**src/rtl/afifo_rd_framer.sv**
```systemverilog
// Purpose: pops words from a FWFT async-FIFO read port and packs FLEN of them into a frame with a mod-2^DSIZE checksum.
// Latency: o_valid rises the cycle after the pop of the last word (or after TOUT idle cycles on a partial frame when enabled).
// Backpressure: a presented frame is held stable with popping stopped until i_ready; the accept cycle never pops.
// Optional feature: define AFIFO_RD_FRAMER_TIMEOUT_EN to flush partial frames after TOUT consecutive empty cycles.
module afifo_rd_framer #(
    parameter int DSIZE = 8,
    parameter int FLEN  = 4,
    parameter int TOUT  = 16
) (
    input  logic                      i_rclk,
    input  logic                      i_rrst_n,
    input  logic                      i_rempty,
    input  logic [DSIZE-1:0]          i_rdata,
    output logic                      o_rd,
    output logic                      o_valid,
    input  logic                      i_ready,
    output logic [DSIZE*FLEN-1:0]     o_frame,
    output logic [DSIZE-1:0]          o_csum,
    output logic [$clog2(FLEN+1)-1:0] o_len
);

    localparam int CW = $clog2(FLEN + 1);
    localparam logic [CW-1:0] LAST_IDX = CW'(FLEN - 1);

    typedef enum logic {
        COLLECT = 1'b0,
        HOLD    = 1'b1
    } state_t;

    state_t           state;
    logic [CW-1:0]    cnt;
    logic [DSIZE-1:0] sum;
    logic [DSIZE-1:0] sum_nxt;

`ifdef AFIFO_RD_FRAMER_TIMEOUT_EN
    // Idle counter only needs to reach TOUT, which is at most 255.
    localparam logic [7:0] IDLE_LAST = 8'(TOUT - 1);
    logic [7:0] idle;
`endif

    // Pop only while collecting; reset masks the strobe so no word is lost during reset.
    assign o_rd    = i_rrst_n && (state == COLLECT) && !i_rempty;

    // Running sum wraps naturally at DSIZE bits; the carry is intentionally dropped.
    assign sum_nxt = sum + i_rdata;

    // Word count and running sum double as the presented length and checksum:
    // they are frozen in HOLD, which is exactly when they are meaningful.
    assign o_len   = cnt;
    assign o_csum  = sum;

    // Frame assembly FSM: capture words in COLLECT, present and hold the frame in HOLD.
    always_ff @(posedge i_rclk) begin
        if (!i_rrst_n) begin
            state   <= COLLECT;
            cnt     <= '0;
            sum     <= '0;
            o_valid <= 1'b0;
            o_frame <= '0;
`ifdef AFIFO_RD_FRAMER_TIMEOUT_EN
            idle    <= '0;
`endif
        end else begin
            case (state)
                COLLECT: begin
                    if (o_rd) begin
                        for (int w = 0; w < FLEN; w++) begin
                            if (cnt == CW'(w)) begin
                                o_frame[w*DSIZE +: DSIZE] <= i_rdata;
                            end
                        end
                        sum <= sum_nxt;
                        cnt <= cnt + CW'(1);
`ifdef AFIFO_RD_FRAMER_TIMEOUT_EN
                        idle <= '0;
`endif
                        if (cnt == LAST_IDX) begin
                            state   <= HOLD;
                            o_valid <= 1'b1;
                        end
                    end
`ifdef AFIFO_RD_FRAMER_TIMEOUT_EN
                    // A started frame starving for TOUT empty cycles is flushed as-is.
                    else if ((cnt != '0) && i_rempty) begin
                        if (idle == IDLE_LAST) begin
                            state   <= HOLD;
                            o_valid <= 1'b1;
                            idle    <= '0;
                        end else begin
                            idle <= idle + 8'd1;
                        end
                    end
`endif
                end
                HOLD: begin
                    // Accept: clear everything so uncaptured words of the next frame read as zero.
                    if (i_ready) begin
                        state   <= COLLECT;
                        o_valid <= 1'b0;
                        cnt     <= '0;
                        sum     <= '0;
                        o_frame <= '0;
`ifdef AFIFO_RD_FRAMER_TIMEOUT_EN
                        idle    <= '0;
`endif
                    end
                end
                default: begin
                    state <= COLLECT;
                end
            endcase
        end
    end

endmodule

```
**config.mk**
```make
export PLATFORM = sky130hd
export DESIGN_NAME = afifo_rd_framer
export DESIGN_NICKNAME = d
export VERILOG_FILES = /design/src/rtl/afifo_rd_framer.sv
export SDC_FILE = /design/constraint.sdc
export NUM_CORES = 1
export LEC_CHECK = 0
export CAP_MARGIN = 20
export CORE_MARGIN = 5
export CORE_UTILIZATION = 30
export CTS_CLUSTER_SIZE = 14
export DETAILED_ROUTE_END_ITERATION = 10
export SLEW_MARGIN = 20
export SYNTH_ARGS = -nofsm -noshare
export SYNTH_HDL_FRONTEND = slang
export SYNTH_SLANG_ARGS = --single-unit
```
**constraint.sdc**
```tcl
create_clock -name i_rclk -period 4.4 [get_ports i_rclk]
set_input_delay 1.1 -clock i_rclk [delete_from_list [all_inputs] [get_ports i_rclk]]
set_output_delay 1.1 -clock i_rclk [all_outputs]
set_load 0.005 [all_outputs]
```
==> results.md <==
* Number of synthesized register bits at 45
* Synth cell types at 36
* CTS Root Cell: sky130_fd_sc_hd__clkbuf_8
* Rel. slew slack at 0.6573
* Worst Hold Path Cells at 2
* DRC violation count after routing at 0
* Routed Antenna Nets at 0
* Clock transition time at the flip-flop clock pins of the worst setup and hold paths at 90 ps
* Commonest register cell after synthesis: sky130_fd_sc_hd__dfxtp_1
* Detailed-routing iteration count for the pre-antenna-repair pass at 4
* Critical Path AT at 2670 ps
* Floorplan Core Area at 6869 um2
* Input/output buffers at 56
* Cells after DPL at 380
* # Max-Cap Violations at 0
* Startpoint of the worst hold path: o_valid
* Final-report hold violation count at 0
* Worst-case register-to-register setup slack at 2500 ps
* Type of origin of the critical path: input port
* Antenna violations before repair at 0
* Total power at 928.4 uW
* Reg-to-reg endpoint: o_csum[7]
* Maximum number of buffers from clock root to sink at 2
* Die ar. at 8916 um2
* Gates resized, CTS repair at 0
* # Post-CTS Setup Buffers at 0
* Critical path fanouts, max at 10
* Leading cell types in the layout, fill and taps excluded: sky130_fd_sc_hd__clkdlybuf4s50_1, sky130_fd_sc_hd__dfxtp_1, sky130_fd_sc_hd__nand2_1
* Fmax at 264.9 MHz
* Element type at the critical path end: output pin
* Vias in the first global route at 1756
* Pwr/cell area at 322.6 nW/um2
* Overall routed net length at 5639 um
* Sequential-to-total area share from yosys stat at 0.4213
* IO Count at 57
* Placement Rows at 30
* Clock sink count at 45
* Asr flop ratio synth at 0
* Fin Clk Skew at 5.952 ps
* Fraction of final layout cells sized beyond drive strength 1 at 0.05137
* Hold-fix buffers at CTS at 0
* Via count at 1829
* Tot GR Track Use at 0.1337
* Clock latency reported for the late side of the worst-skew pair at 300 ps
* Warning count from the yosys run at 0
* Peak supply drop at 175.6 uV
* Status: complete, no violations
* Net total in the final layout at 316
* Accumulated negative setup slack at 0 ps
* First DRT Iteration DRCs at 130
* Depth of the CTS H-tree at 2
* Count of pins over their slew limit at 0
* Standby leakage power at 0.001036 uW
* Setup repair after global routing missed its margin: no
* Area Overhead vs Synth at 34.58%
* Routability cong. at 0.7880
* Reg2Reg Depth at 6
* Leading cell type in the layout, fill and taps excluded: sky130_fd_sc_hd__clkdlybuf4s50_1
* Synthesized Nets at 264
* Worst setup path class: in2out
* Clock tree from TritonCTS: done
* Finish-stage setup viols at 0
* FF-to-FF Start: o_csum[1]
* Largest net degree at the start of global routing at 42
* Area of the mapped netlist at 2138 um2
* Worst min-delay path category: reg2reg
* Number of enable flip-flop cells after synthesis at 0
* Effective utilization at floorplan at 0.3113
* Half-perimeter wire length after detailed placement at 3922 um
* Drt via density at 4.714
* Wire length of the first global-routing pass at 9128 um
* Die height at 94.43 um
* Count of mapped cells out of synthesis at 239
* Avg WL per Cell at 14.53 um
* Number of CTS-inserted buffers at 5
* Number of standard cells in the final layout excluding fillers at 388
* Hold Crit Endpoint: o_valid
* Worst Tran Pin Value at 513.3 ps
* WP data required at 3300 ps
* X dimension of the die at 94.43 um
* Tmin final at 3775 ps
* Final Cycle Share at 0.8579
* Total congestion overflow after global routing at 0
* Worst hold slack after final layout at 462.6 ps
* Synthesized area per cell at 8.947 um2
* # diodes at 0
## kinds of logic (layout without fill, tap and decap cells)
| group | count (synthesis) | in the layout | share of synthesized area |
|---|---|---|---|
| AO/OA/AOI/OAI | 61 | 61 | 0.2054 |
| flip-flops | 45 | 45 | 0.4213 |
| XOR/XNOR | 5 | 5 | 0.02048 |
| AND/OR/NAND/NOR | 95 | 95 | 0.2253 |
| buffers and inverters | 20 | 73 | 0.04798 |
| adder cells (fa/ha/maj) | 13 | 13 | 0.07958 |
## final cells by class
class	instances	area (um2)
clock buffers	7	86.33
well taps	96	120.1
repair buffers	59	583.1
multi-input cells	174	1135
clock inverters	1	30.03
flip-flops and latches	45	900.9
inverters	6	22.52
fillers	715	3991
## cells in the mapped netlist, types with 3 or more instances
cell type	number	area share
sky130_fd_sc_hd__nand2_1	38	0.067
sky130_fd_sc_hd__xor2_1	3	0.012
sky130_fd_sc_hd__clkbuf_1	8	0.014
sky130_fd_sc_hd__dfxtp_1	45	0.42
sky130_fd_sc_hd__o21ai_0	8	0.019
sky130_fd_sc_hd__and3_1	3	0.0088
sky130_fd_sc_hd__buf_4	3	0.011
sky130_fd_sc_hd__nand3_1	29	0.068
sky130_fd_sc_hd__inv_1	5	0.0088
sky130_fd_sc_hd__nor2b_1	8	0.023
sky130_fd_sc_hd__a21boi_1	16	0.056
sky130_fd_sc_hd__nor3b_1	6	0.021
sky130_fd_sc_hd__a21oi_1	12	0.028
sky130_fd_sc_hd__ha_1	12	0.070
sky130_fd_sc_hd__a21boi_0	14	0.049
## per-stage QoR
step                      utilization  cell area, um2  setup slack, ps
after floorplan                     -            2138             1603
after global placement         0.4020            2761            625.3
after detailed placement       0.4020            2761            620.3
after CTS                      0.4189            2878            620.6
after global routing           0.4189            2878            574.4
final                          0.4189            2878            625.0
## per-layer routing
metal	part of all wire	GRT usage
met4	0.014	0.04813
met2	0.46	0.2104
met5	0	0
met1	0.47	0.1730
met3	0.059	0.04064
## power breakdown
group	switching, uW	total, uW	internal [uW]
Sequential	13.5	438	425
Combinational	73.6	159	85.9
Clock	145	330	185
## sequential cells by signal, summed over array words and instances (netlist names)
signal,cells
o_valid,1
o_len,3
o_frame,32
state,1
o_csum,8
## worst max path at each step
stage / start / endpoint / cells after the start
CTS: i_rrst_n / o_rd / 4
global route: i_rrst_n / o_rd / 4
floorplan: i_rempty / o_rd / 3
global placement: i_rrst_n / o_rd / 4
detailed placement: i_rrst_n / o_rd / 4
finish: i_rrst_n / o_rd / 4
## worst max-delay path: stages
cell and delay, ps:
sky130_fd_sc_hd__clkdlybuf4s50_1 500, sky130_fd_sc_hd__or3b_1 380, sky130_fd_sc_hd__inv_2 160, sky130_fd_sc_hd__clkdlybuf4s50_1 530
Note: power is estimated with default switching activity, not from simulation.
